## src/rtl/jtsdram_bank_arb_if.sv

```systemverilog
// SDRAM read command port shared by the bank arbiter (master) and the
// SDRAM controller (slave): one outstanding read at a time.
interface jtsdram_bank_arb_if #(
    parameter int unsigned AW = 22,
    parameter int unsigned DW = 32
);
    logic [AW-1:0] sd_addr;
    logic [1:0]    sd_ba;
    logic          sd_rd;
    logic          sd_ack;
    logic          sd_rdy;
    logic [DW-1:0] sd_dout;

    modport master (
        output sd_addr, sd_ba, sd_rd,
        input  sd_ack, sd_rdy, sd_dout
    );

    modport slave (
        input  sd_addr, sd_ba, sd_rd,
        output sd_ack, sd_rdy, sd_dout
    );
endinterface

```

## src/rtl/jtsdram_bank_arb.sv

```systemverilog
// Four-bank read arbiter in front of a single-outstanding SDRAM read port.
// Round-robin by default; define JTSDRAM_FIXPRIO_EN for fixed priority
// (bank 0 highest). Refresh windows block new grants only, and a per
// transaction watchdog abandons reads that never complete.
module jtsdram_bank_arb #(
    parameter int unsigned AW   = 22,
    parameter int unsigned DW   = 32,
    parameter int unsigned TOUT = 255
) (
    input  logic                clk,
    input  logic                rst,
    input  logic [3:0]          req,
    input  logic [4*AW-1:0]     req_addr,
    output logic [3:0]          ack,
    output logic [3:0]          rdy,
    output logic [DW-1:0]       dout,
    jtsdram_bank_arb_if.master  sd,
    input  logic                rfsh_en,
    output logic                sd_rfsh,
    output logic                busy,
    output logic                timeout
);

    localparam int unsigned WDW     = 8;
    localparam logic [WDW-1:0] WD_LAST = WDW'(TOUT - 1);

    typedef enum logic [1:0] {
        S_IDLE = 2'd0,
        S_CMD  = 2'd1,
        S_WAIT = 2'd2
    } state_t;

    state_t          r_state;
    logic [3:0]      r_ack;
    logic [3:0]      r_rdy;
    logic [DW-1:0]   r_dout;
    logic [AW-1:0]   r_sd_addr;
    logic [1:0]      r_sd_ba;
    logic            r_sd_rd;
    logic            r_busy;
    logic            r_timeout;
    logic [WDW-1:0]  r_wd;
`ifndef JTSDRAM_FIXPRIO_EN
    logic [1:0]      r_ptr;
    logic [1:0]      w_idx;
`endif

    logic            w_gnt_vld;
    logic [1:0]      w_gnt;
    logic [AW-1:0]   w_gnt_addr;
    logic            w_wd_hit;

    // Pick the next bank to serve from the current request vector
    always_comb begin
        w_gnt_vld = 1'b0;
        w_gnt     = 2'd0;
`ifdef JTSDRAM_FIXPRIO_EN
        // Descending scan so the lowest requesting bank wins
        for (int i = 3; i >= 0; i--) begin
            if (req[i]) begin
                w_gnt_vld = 1'b1;
                w_gnt     = 2'(i);
            end
        end
`else
        // Descending scan from ptr+4 down to ptr+1 so ptr+1 has the last word
        w_idx = 2'd0;
        for (int i = 4; i >= 1; i--) begin
            w_idx = r_ptr + 2'(i);
            if (req[w_idx]) begin
                w_gnt_vld = 1'b1;
                w_gnt     = w_idx;
            end
        end
`endif
    end

    // Address of the bank that would be granted this cycle
    always_comb begin
        w_gnt_addr = '0;
        for (int i = 0; i < 4; i++) begin
            if (w_gnt == 2'(i)) begin
                w_gnt_addr = req_addr[i*AW +: AW];
            end
        end
    end

    // Watchdog fires on the TOUT-th cycle spent in CMD/WAIT
    assign w_wd_hit = (r_wd >= WD_LAST);

    // Arbiter FSM with registered command and response outputs
    always_ff @(posedge clk) begin
        if (!rst) begin
            r_state   <= S_IDLE;
            r_ack     <= 4'd0;
            r_rdy     <= 4'd0;
            r_dout    <= '0;
            r_sd_addr <= '0;
            r_sd_ba   <= 2'd0;
            r_sd_rd   <= 1'b0;
            r_busy    <= 1'b0;
            r_timeout <= 1'b0;
            r_wd      <= '0;
`ifndef JTSDRAM_FIXPRIO_EN
            r_ptr     <= 2'd3;
`endif
        end else begin
            r_ack <= 4'd0;
            r_rdy <= 4'd0;
            case (r_state)
                S_IDLE: begin
                    if (!rfsh_en && w_gnt_vld) begin
                        r_sd_ba   <= w_gnt;
                        r_sd_addr <= w_gnt_addr;
                        r_sd_rd   <= 1'b1;
                        r_busy    <= 1'b1;
                        r_wd      <= '0;
`ifndef JTSDRAM_FIXPRIO_EN
                        r_ptr     <= w_gnt;
`endif
                        r_state   <= S_CMD;
                    end
                end
                S_CMD: begin
                    if (sd.sd_ack) begin
                        r_sd_rd          <= 1'b0;
                        r_ack[r_sd_ba]   <= 1'b1;
                        r_wd             <= r_wd + WDW'(1);
                        if (sd.sd_rdy) begin
                            r_rdy[r_sd_ba] <= 1'b1;
                            r_dout         <= sd.sd_dout;
                            r_busy         <= 1'b0;
                            r_state        <= S_IDLE;
                        end else begin
                            r_state        <= S_WAIT;
                        end
                    end else if (w_wd_hit) begin
                        r_sd_rd   <= 1'b0;
                        r_busy    <= 1'b0;
                        r_timeout <= 1'b1;
                        r_state   <= S_IDLE;
                    end else begin
                        r_wd      <= r_wd + WDW'(1);
                    end
                end
                S_WAIT: begin
                    if (sd.sd_rdy) begin
                        r_rdy[r_sd_ba] <= 1'b1;
                        r_dout         <= sd.sd_dout;
                        r_busy         <= 1'b0;
                        r_state        <= S_IDLE;
                    end else if (w_wd_hit) begin
                        r_busy    <= 1'b0;
                        r_timeout <= 1'b1;
                        r_state   <= S_IDLE;
                    end else begin
                        r_wd      <= r_wd + WDW'(1);
                    end
                end
                default: begin
                    r_sd_rd <= 1'b0;
                    r_busy  <= 1'b0;
                    r_state <= S_IDLE;
                end
            endcase
        end
    end

    // Refresh is only permitted while no transaction is in flight
    assign sd_rfsh    = rfsh_en & (r_state == S_IDLE);

    assign ack        = r_ack;
    assign rdy        = r_rdy;
    assign dout       = r_dout;
    assign busy       = r_busy;
    assign timeout    = r_timeout;
    assign sd.sd_addr = r_sd_addr;
    assign sd.sd_ba   = r_sd_ba;
    assign sd.sd_rd   = r_sd_rd;

endmodule

```

## src/flat_wrapper.sv

```systemverilog
// flat-port wrapper written by rule: the top's interface ports become plain ports
module jtsdram_bank_arb_flat 
#(
    parameter int unsigned AW   = 22,
    parameter int unsigned DW   = 32,
    parameter int unsigned TOUT = 255
)
  (clk, rst, req, req_addr, ack, rdy, dout, rfsh_en, sd_rfsh, busy, timeout, sd_sd_addr, sd_sd_ba, sd_sd_rd, sd_sd_ack, sd_sd_rdy, sd_sd_dout);
  jtsdram_bank_arb_if #(.AW(AW), .DW(DW)) sd_i ();
  input  logic clk;
  input  logic rst;
  input  logic [3:0] req;
  input  logic [4*AW-1:0] req_addr;
  output logic [3:0] ack;
  output logic [3:0] rdy;
  output logic [DW-1:0] dout;
  input  logic rfsh_en;
  output logic sd_rfsh;
  output logic busy;
  output logic timeout;
  output wire logic [$bits(sd_i.sd_addr)-1:0] sd_sd_addr;
  output wire logic [$bits(sd_i.sd_ba)-1:0] sd_sd_ba;
  output wire logic [$bits(sd_i.sd_rd)-1:0] sd_sd_rd;
  input wire logic [$bits(sd_i.sd_ack)-1:0] sd_sd_ack;
  input wire logic [$bits(sd_i.sd_rdy)-1:0] sd_sd_rdy;
  input wire logic [$bits(sd_i.sd_dout)-1:0] sd_sd_dout;
  assign sd_sd_addr = sd_i.sd_addr;
  assign sd_sd_ba = sd_i.sd_ba;
  assign sd_sd_rd = sd_i.sd_rd;
  assign sd_i.sd_ack = sd_sd_ack;
  assign sd_i.sd_rdy = sd_sd_rdy;
  assign sd_i.sd_dout = sd_sd_dout;
  jtsdram_bank_arb #(.AW(AW), .DW(DW), .TOUT(TOUT)) u_core (.clk(clk), .rst(rst), .req(req), .req_addr(req_addr), .ack(ack), .rdy(rdy), .dout(dout), .sd(sd_i), .rfsh_en(rfsh_en), .sd_rfsh(sd_rfsh), .busy(busy), .timeout(timeout));
endmodule
```

## config.mk

```make
export PLATFORM = sky130hd
export DESIGN_NAME = jtsdram_bank_arb_flat
export DESIGN_NICKNAME = d
export VERILOG_FILES = /design/src/rtl/jtsdram_bank_arb_if.sv /design/src/rtl/jtsdram_bank_arb.sv /design/src/flat_wrapper.sv
export SDC_FILE = /design/constraint.sdc
export NUM_CORES = 1
export LEC_CHECK = 0
export ABC_CLOCK_PERIOD_IN_PS = 2770
export CELL_PAD_IN_SITES_DETAIL_PLACEMENT = 1
export CELL_PAD_IN_SITES_GLOBAL_PLACEMENT = 2
export CORE_ASPECT_RATIO = 0.75
export CORE_MARGIN = 4
export CORE_UTILIZATION = 23
export CTS_CLUSTER_SIZE = 8
export DETAILED_ROUTE_END_ITERATION = 10
export PLACE_DENSITY = 0.82
export SYNTH_ARGS = -nofsm -noshare
export SYNTH_HDL_FRONTEND = slang
export SYNTH_SLANG_ARGS = --single-unit
```

## constraint.sdc

```tcl
create_clock -name clk -period 2.77 [get_ports clk]
set_input_delay 0.277 -clock clk [delete_from_list [all_inputs] [get_ports clk]]
set_output_delay 0.277 -clock clk [all_outputs]
set_load 0.01 [all_outputs]
```

======== After elaboration in Yosys (flattened, before gate mapping) ========
Cells that the tools add are included.
word-level totals
  register bits ........................... 79
  bits of input ports ..................... 129
  output and inout bits ................... 68
  word-level logic and storage cells ...... 101
cells by class
  $add $sub $neg .......................... 4
  order comparisons ....................... 7
  equality and inequality tests ........... 11
  mux-type cells .......................... 52
  bitwise gates (word level) .............. 2
  reductions and logical operators ........ 14
operators by type and width
  cell                                                                     number
  22-bit 2-to-1 mux                                                        4
  32-bit 2-to-1 mux                                                        2
  32-bit one-hot mux with 2 select lines                                   1
  8-bit 2-to-1 mux                                                         4
  8-bit one-hot mux with 3 select lines                                    1
  1-bit 2-to-1 mux                                                         19
  2-bit 2-to-1 mux                                                         9
  2-bit by 3-bit < comparator with 1-bit output, second input constant     5
  3-bit AND reduction                                                      4
  8-bit by 1-bit adder with 8-bit output, second input constant            1
  1-bit binary-select mux with 2-bit select                                4
  8-bit >= comparator, second input constant                               1
  4-bit 2-to-1 mux                                                         2
  4-bit one-hot mux with 2 select lines                                    1
  2-bit == test, second input constant                                     3
  2-bit inequality test, second input constant                             3
  1-bit one-hot mux with 3 select lines                                    2
  2-bit one-hot mux with 3 select lines                                    1
  2-bit AND reduction                                                      3
  2-bit adder, second input constant                                       2
  2-bit by 1-bit == test with 1-bit output, second input constant          2
  2-bit zero test                                                          2
  3-bit by 2-bit inequality test with 1-bit output, second input constant  1
  3-bit inequality test, second input constant                             1
  other kinds (11)                                                         12

======== Depth between registers and ports, before layout ========
Gate-level depths: netlist of the first run.
  depth after elaboration ................. 11
  mapped depth ............................ 8
  depth with buffers taken out ............ 7

======== Worst setup path before layout of the first run ========
No wires, ideal clock.
  path type ............................... reg2reg
  start point ............................. reg u_core.r_state[0]
  end point ............................... reg u_core.r_wd[0]
  data arrival time ....................... 1.698 ns
  data required time ...................... 2.649 ns
  setup slack ............................. 0.951 ns
  stages on the path, launching flop included .. 8
  cell sequence ........................... dfxtp_1 -> inv_1 -> ha_1 -> inv_2 -> nor3_4 -> o21ai_2 -> a22o_1 -> mux2_4
on the way
  word-level cells in the longest chain between the ends .. 3
RTL lines
  item                                                           line                     source
  from (decl)                                                    jtsdram_bank_arb.sv:33   state_t r_state;
  from (signal assigned)                                         jtsdram_bank_arb.sv:94   r_state <= S_IDLE;
  from (signal assigned)                                         jtsdram_bank_arb.sv:121  r_state <= S_CMD;
  from (signal assigned)                                         jtsdram_bank_arb.sv:133  r_state <= S_IDLE;
  2-bit == test, or another cell as far along                    jtsdram_bank_arb.sv:110  case (r_state)
  2-bit inequality test (no line), or another cell as far along  n/a
  3-bit AND reduction (no line)                                  n/a
  to (signal assigned)                                           jtsdram_bank_arb.sv:128  r_wd <= r_wd + WDW'(1);
  to (signal assigned)                                           jtsdram_bank_arb.sv:143  r_wd <= r_wd + WDW'(1);
  to (signal assigned)                                           jtsdram_bank_arb.sv:157  r_wd <= r_wd + WDW'(1);
  to (decl)                                                      jtsdram_bank_arb.sv:42   logic [WDW-1:0] r_wd;
Several ways; a longest one is shown, not always the timed one.
A chain may end at the register's enable or synchronous reset.

======== Worst setup path after layout of the first run ========
  start point ............................. reg u_core.r_state[0]
  end point ............................... reg u_core.r_sd_addr[20] (netlist: u_core.sd.sd_addr[20])
on the way
  word-level cells in the longest chain between the ends .. 2
RTL lines
  item                           line                     source
  2-bit zero test                jtsdram_bank_arb.sv:110
  2-bit AND reduction (no line)  n/a
  to (signal assigned)           jtsdram_bank_arb.sv:114  r_sd_addr <= w_gnt_addr;
  to (decl)                      jtsdram_bank_arb.sv:37   logic [AW-1:0] r_sd_addr;
Every way passes these cells.

==> metrics list, run 1 <==
- Result of the run: finished, final reports clean
- For this design the static power due to leakage is roughly 2.3 nW.
- The clock network is responsible for 37.0% of the overall power.
* First-pass GRT wire length: 21.9 mm
* Synthesized-area fraction occupied by adder cells: slightly below 2%
- Reg power frac: 39.6%
- Of all flip-flops after synthesis, the portion carrying an async set or reset was 0%.
* Count of buffers added by post-CTS timing repair for setup: 0
- Minimum setup slack in the final design: slightly below 0.6 ns
- Distinct cell type count of the synthesized netlist: 56
- Clk sink count: slightly below 80
* F_max: 456 MHz
- Category of the critical setup timing path: flip-flop to flip-flop
* Final nets: between 700 and 800
* Top-area cell type share of the netlist area: between 40% and 50%
- Leaving out fill and tap cells, the most frequent cells in the layout are sky130_fd_sc_hd__clkdlybuf4s50_1, sky130_fd_sc_hd__nand2_1, sky130_fd_sc_hd__dfxtp_1.
- Entering global routing, the biggest net connects 45 pins.
- TritonCTS built the clock tree.
- Detailed-route wire length: 14.3 mm
* Cell-internal power: 2.33 mW
* Power density over the cells: about 490 nW/um^2
- After global routing the overflow that remains totals 0.
- Register area share after synthesis: 40.7%
- Max Buffers Root-to-Sink: 2
- Final worst path period share: 79.1%
- For this block, the initial DRC count from the detailed router was 124.
- Summing the areas of all compound-gate instances in the mapped netlist gives around 18% of the synthesized area.
- After clock tree synthesis, the clock-pin slew on the worst setup and hold paths is roughly 0.060 ns.
- Met1 WL: 6.22 mm
* Net Count, Synth: 585
- Level count of the clock H-tree: 3
* Yosys top cell by area: sky130_fd_sc_hd__dfxtp_1
* Final setup violation count: 0
- Finished Core Util: between 30% and 40%
* First drt pass iteration count: 4
- Cell with the largest stage delay on the worst path: sky130_fd_sc_hd__nor3_4
* Dominant combinational cell family by area after synthesis: simple AND/OR/NAND/NOR gates
- Number of cells upsized or downsized after cts: 0
- Buffer cell driving the clock tree root: sky130_fd_sc_hd__clkbuf_16
* Required time worst endpoint: 3.03 ns
- Leaving out fill and tap cells, the most frequent cell in the layout is sky130_fd_sc_hd__clkdlybuf4s50_1.
* Classification of the worst-slack hold path: flip-flop to flip-flop
- Worst Skew: between 0.005 and 0.006 ns
- Fraction of synthesized area in multiplexers: 12.0%
- Die X-Extent: 158 microns
- Cell Chain, Critical Path: inv_1 -> ha_1 -> inv_2 -> nor3_4 -> o2111ai_2 -> buf_4 -> or2_2 -> o211ai_1
- The number of buffers and inverters on the critical path is 3.
- Pin placement for this block handled 197 I/O pins.
- Crit path arrival time: 2.45 ns
- Die area: 19000 sq um
- The number of antenna diodes in the final layout is 0.
- Measured against its own limit, the worst slew margin works out to 65.2%.
- Number of register bits inferred by synthesis: 79
- Worst path max stage delay: 0.39 ns
- IR analysis of the VDD net gives a maximum drop of about 0.22 mV.
- The routed design could run at a clock period as short as 2.19 ns.
- Startpoint kind of the worst setup timing path: flip-flop
- The routed layout has roughly 4000 vias.
- Standard cell core area: around 16000 sq um
* Slew Viols, Final: 0
- Routed length per instance: 16.7 microns
* Average via count per standard cell: 4.61
- Switching power share of the total: 26.0%
* Share of cells above drive strength 1: 8.54%
- For the pin with the worst max-slew slack, the measured transition is around 0.52 ns.
- Layout overhead on the synthesized area: 63.8%
* Detailed-route DRC error count: 0
- The tool flagged a number of max-cap violations equal to 0.
- The worst setup path is captured at a flip-flop.
* RSZ-0062 raised after global routing: false
* Hold Vio Cnt, Final: 0
- P_sw: between 800 and 900 uW
- Input and output buffers added on the ports amount to 196.
- Initial core utilization: a little under a quarter
- Of the total synthesized cell area, the portion taken by AND, OR, NAND and NOR gates is 22.7%.
* EDFF count, synth: 0
- Warning count from the yosys run: 0
- Xor/xnor cell area share of the yosys netlist: 0.451%
* Setup slack at placement: approximately 0.53 ns
- The detail route stage leaves a number of antenna-violating nets equal to 0.
- In this run the top signal layer used is met4.
- The most used flip-flop cell after synthesis is sky130_fd_sc_hd__dfxtp_1.
* Via count of the first global-routing pass: 4150
- Row generation in the floorplan step produced 40 rows.
* Placed wire-length estimate after detailed placement: 11.0 mm
- Maximum fanout encountered on the critical timing path: 22
- In the final timing run, aggregate negative setup slack is 0 ns.
- Each instance of the synthesized netlist takes up on average 8.62 sq um.
- Number of instances in the synthesized netlist: 450
* Inserted Clock Buffers: 9
- The kind of cell with the highest combined delay along the critical path is simple AND/OR/NAND/NOR gates.
* Top area cells in the synthesized netlist: sky130_fd_sc_hd__dfxtp_1, sky130_fd_sc_hd__mux2i_1, sky130_fd_sc_hd__nand2_1, sky130_fd_sc_hd__o211ai_2, sky130_fd_sc_hd__a21oi_1
- The clock reaches the later pin of the worst-skew pair after 0.33 ns.
- Count of hold-fix buffers inserted at cts: 0
- Routability-driven placement finished with a final weighted congestion of 0.762.
- Initial antenna violation count: 0
- After synthesis the cells add up to 3880 sq um.
* Proportion of power drawn by combinational gates: 23.5%
- Wire length on met3: 794 microns
* GRT Util Overall: 14.5%
- Met2 Wirelength: 7.08 mm
- Measured along the y axis, the die boundary spans 121 microns.
routing by layer:
metal,up-vias,global-route usage (%)
li1,1938,-
met1,1886,18.1
met2,100,25.2
met3,12,3.47
met4,0,3.46
met5,-,0
layout make-up:
class                           count  area (sq um)
Inverter                            7          26.3
Tap cell                          210           263
Timing Repair Buffer              204          2030
Clock buffer                       10           239
Sequential cell                    79          1580
Multi-Input combinational cell    340          2170
Fill cell                        1869          9910
Clock inverter                      4          47.5
flip-flops by register name, summed over array words and instances (netlist names):
name               count
u_core.ack             4
u_core.r_ptr           2
u_core.r_state         2
u_core.timeout         1
u_core.busy            1
u_core.sd.sd_ba        2
u_core.r_wd            8
u_core.rdy             4
u_core.sd.sd_addr     22
u_core.sd.sd_rd        1
u_core.dout           32
power groups by stage:
| stage | combinational [mW] | clock [mW] | sequential [mW] |
|---|---|---|---|
| 2_1_floorplan | 0.316 | 0 | 1.29 |
| 6_report | 0.738 | 1.16 | 1.25 |
| 4_1_cts | 0.751 | 1.21 | 1.25 |
| 3_3_place_gp | 0.731 | 0 | 1.27 |
| 5_1_grt | 0.800 | 1.24 | 1.25 |
| 3_5_place_dp | 0.748 | 0 | 1.27 |
worst min-delay path: cells and delay by family, from the launching register on:
family / cells / cell delay, ns
AOI/OAI and AO/OA: 1 / 0.05
and+or+nand+nor: 1 / 0.05
DFF: 1 / 0.31
stage by stage:
stage / area [sq um] / instances / hold WS (ns) / total power, mW
after floorplan: 3880 / 450 / 0.413 / 1.61
after global placement: 6070 / 840 / 0.442 / 2.00
after detailed placement: 6070 / 840 / 0.448 / 2.02
after CTS: 6360 / 854 / 0.456 / 3.21
after global routing: 6360 / 854 / 0.463 / 3.30
final: 6360 / 854 / 0.455 / 3.15
logic make-up (layout without fill, tap and decap cells):
family	Yosys count	in the layout
buffers and inverters	31	225
xor gates and xnor gates	2	2
DFF	79	79
muxes	46	46
AOI/OAI and AO/OA	99	99
adders and majority gates	6	6
and+or+nand+nor	187	187
final timing paths:
kind                                   startpoint                    end  slack, ns  cells past startpoint
worst min register to register     u_core.dout[2]         u_core.dout[2]       0.45                      2
worst min-delay path               u_core.dout[2]         u_core.dout[2]       0.45                      2
worst max register to register  u_core.r_state[0]  u_core.sd.sd_addr[20]       0.58                      8
worst max-delay path            u_core.r_state[0]  u_core.sd.sd_addr[20]       0.58                      8
synth_stat cells (6+ instances only):
| master | number |
|---|---|
| sky130_fd_sc_hd__or2_0 | 19 |
| sky130_fd_sc_hd__dfxtp_1 | 79 |
| sky130_fd_sc_hd__o211ai_2 | 17 |
| sky130_fd_sc_hd__nand2_1 | 105 |
| sky130_fd_sc_hd__ha_1 | 6 |
| sky130_fd_sc_hd__nor3_1 | 7 |
| sky130_fd_sc_hd__mux2i_1 | 45 |
| sky130_fd_sc_hd__a21oi_1 | 42 |
| sky130_fd_sc_hd__clkbuf_1 | 11 |
| sky130_fd_sc_hd__o211ai_1 | 7 |
| sky130_fd_sc_hd__nor2_1 | 21 |
| sky130_fd_sc_hd__nand2b_1 | 7 |
| sky130_fd_sc_hd__buf_2 | 7 |
| sky130_fd_sc_hd__o21ai_0 | 10 |
Power figures use the tool's default switching activity.
==> inputs of run 2 (changes only) <==
Settings changed: ABC_CLOCK_PERIOD_IN_PS 2770 to 1900, CORE_UTILIZATION 23 to 20, PLACE_DENSITY 0.82 to 0.76.
Clock period 2.77 ns to 1.9 ns, I/O delays scaled along.
==> run 2 against run 1 <==
  * Non-clock buffer count rose by 22
  * Utilization fell by 3.8 points
  * Setup slack got worse by 0.47 ns
  * Largest power group unchanged
  * Combinational power grew 54%
  * Die area is 14% higher
  * Global-route usage decreased by 1.6 points
  * Final cell count up 7.1%
  * Clock power up 48%
==> metrics list, run 2 (synthesis results as in run 1) <==
- Layout overhead on the synthesized area: 70.8%
* Cell with the largest stage delay on the worst path: sky130_fd_sc_hd__or2_2
- The cell row count was 43 (+7.5%).
* Worst Skew: 0.00701 ns (+0.00116 ns)
- Global placer's final weighted congestion: 0.775 (+1.7%)
- The final standard cell count with taps included and fillers excluded is 915 (+7.1%).
- Count of hold-fix buffers inserted at cts: 0 (unchanged)
- The number of slew-limit violations in the final report is 0 (unchanged).
- The leakage component of the power came to 2.45 nW (+5.4%).
- Die area: 21700 sq um (+14%)
- Number of filler cells placed in the layout: 2152 (+15%)
- The shortest clock period the worst path allows after layout was 1.79 ns (-0.400 ns).
* Hold Vio Cnt, Final: 0 (unchanged)
- The delay of the slowest critical-path stage came to 0.39 ns (about the same).
- The worst setup path is of the flip-flop to flip-flop kind.
* Inserted Clock Buffers: 9 (unchanged)
- The initial antenna violation count is 0 (unchanged).
- The final instance area came to 6630 sq um (+4.3%).
* Average via count per standard cell: 4.37 (-5.1%)
- The number of ports placed on the die boundary came to 197 (unchanged).
* Ant. Diodes: 0 (unchanged)
- The data arrival time of the critical path was 2.00 ns (-0.45 ns).
- Among cell families on the critical path, the largest total delay comes from simple AND/OR/NAND/NOR gates.
- Maximum fanout encountered on the critical timing path: 9 (-59%)
- Drt initial violations: 122 (-1.6%)
* RSZ-0062 raised after global routing: false
- Smallest hold slack: 0.406 ns (-0.0491 ns)
- Placed Instance Area: 6330 sq um (+4.3%)
- The count of vias placed by the detailed router was 4003 (+1.7%).
- The share of layout cells above drive strength 1 was 12.1% (+3.6 points).
- Global Route met1 Usage: 14.7% (-3.4 points)
- The worst setup path is captured at a flip-flop.
- Met2 capacity usage during global routing: 23.5% (-1.7 points)
- The clock transition time at the flip-flop clock pins of the worst setup and hold paths is 0.06 ns (about the same).
- The chip width is 169 microns (+6.9%).
- The normalized max-slew margin came to 71.9% (+6.7 points).
- The signal on the critical path passes through inv_1 -> ha_1 -> or2_2 -> nand2_1 -> nor3b_1 -> o31ai_1 -> a21oi_1.
- The final worst-path cycle share is 94.3% (+15 points).
- Largest net degree at the start of global routing: 39 (-13%)
- Final setup violation count: 0 (unchanged)
- The first-pass iteration count of the detailed router was 4 (unchanged).
- Classification of the worst-slack hold path: input port to flip-flop
- The flip-flop count of the largest register, all copies and words added is 32 (unchanged).
* Standard cell core area: 18800 sq um (+15%)
- The final global-route overflow total is 0 (unchanged).
- Placed wire-length estimate after detailed placement: 11.5 mm (+4.9%)
- Count of max-cap constraint violations: 0 (unchanged)
* Clk sink count: 79 (unchanged)
- The library cell used most frequently in the layout, excluding fill and tap cells, is sky130_fd_sc_hd__clkdlybuf4s50_1.
- Buffers on Ports: 196 (unchanged)
- The flow ran to the end, and the final reports show no timing, DRC or antenna violations.
- Level count of the clock H-tree: 3 (unchanged)
- The maximum clock frequency is 558 MHz (+22%).
* Detailed-route DRC error count: 0 (unchanged)
- The peak supply drop is 0.357 mV (+64%).
- Power density over the cells: 705 nW/um^2 (+42%)
- Final nets: 798 (+2.8%)
- The transition time at the pin with the least slew margin was 0.422 ns (-0.0983 ns).
- Minimum setup slack in the final design: 0.109 ns (-0.470 ns)
* Buffer cell driving the clock tree root: sky130_fd_sc_hd__clkbuf_16
* First-pass GRT wire length: 22.5 mm (+2.6%)
* Commonest non-fill, non-tap cells in the layout: sky130_fd_sc_hd__clkdlybuf4s50_1, sky130_fd_sc_hd__nand2_1, sky130_fd_sc_hd__dfxtp_1
* Met3 usage: 3.13% (-0.34 points)
- The number of global-route vias before repair was 4387 (+5.7%).
* Clock latency of the later-clocked register in the worst-skew pair: 0.34 ns (about the same)
- Global-route layer with the greatest usage: met2
- GRT Util Overall: 12.9% (-1.6 points)
* Max Buffers Root-to-Sink: 2 (unchanged)
- The placed cell count is 899 (+7.0%).
* Critical path buffers and inverters: 1 (-2)
* Required time worst endpoint: 2.11 ns (-0.92 ns)
* Die boundary height: 129 microns (+6.8%)
- The average detailed-routed wire length per instance is 15.9 microns (-4.6%).
- Detailed-route wire length: 14.6 mm (+2.2%)
- Setup slack at placement: -0.173 ns (-0.701 ns)
* Startpoint kind of the worst setup timing path: flip-flop
- TritonCTS built the clock tree.
- The final standard cell utilization of the core is 35.3% (-3.8 points).
- Detail Route Antenna Nets: 0 (unchanged)
- The buffer count from post-CTS setup fixing was 0 (unchanged).
- Initial core utilization: 20.7% (-3.2 points)
run 2: cell types whose count changed in the layout (fill, tap and decap cells not counted), sizes merged:
cell           previous run  this run
clkdlybuf4s50           196       195
buf                       8        30
clkinvlp                  1         2
clkbuf                   10        11
dlygate4sd2               0         1
run 2: layout make-up:
type,instances,area [sq um],share of cell area (%)
repair buffers,226,2250,33.9
multi-input cells,340,2170,32.7
flip-flops and latches,79,1590,23.9
well taps,247,309,4.66
clock buffers,11,233,3.51
clock inverters,5,58.8,0.887
inverters,7,26.3,0.396
run 2: worst paths after layout:
kind,startpoint,endpoint,slack [ns],cells after the start
worst min-delay path,sd_sd_dout[13],u_core.dout[13],0.41,3
worst min register to register,u_core.dout[9],u_core.dout[9],0.46,2
worst max register to register,u_core.r_state[0],u_core.r_wd[6],0.11,7
worst max-delay path,u_core.r_state[0],u_core.r_wd[6],0.11,7
run 2: where the power goes:
| part | total (mW) | leakage, nW | switching [mW] | internal, mW |
|---|---|---|---|---|
| clock | 1.72 | 0.136 | 0.702 | 1.02 |
| combinational | 1.14 | 1.67 | 0.485 | 0.659 |
| sequential | 1.81 | 0.643 | 0.0548 | 1.75 |
run 2: through the flow:
| stage | power [mW] | setup TNS (ns) |
|---|---|---|
| finish | 4.67 | 0 |
| CTS | 4.77 | 0 |
| floorplan | 2.34 | 0 |
| detailed placement | 3.01 | -3.00 |
| global placement | 2.98 | -1.26 |
| global route | 4.91 | 0 |
run 2: what timing repair did:
action / 4_1_cts / 5_1_grt
pin swaps: 0 / 0
endpoints found under the setup margin: 1 / 22
gates resized for setup: 2 / 3
run 2: layer usage:
metal	vias to the layer above	routed length, microns	part of all wire, %
li1	1982	-	-
met1	1913	6070	42
met2	90	7500	51
met3	18	698	4.8
met4	0	303	2.1
met5	-	0	0
run 2: tightest hold or removal path: stages:
cell	delay, ns
sky130_fd_sc_hd__clkdlybuf4s50_1	0.40
sky130_fd_sc_hd__nand2_1	0.06
sky130_fd_sc_hd__a21oi_1	0.05
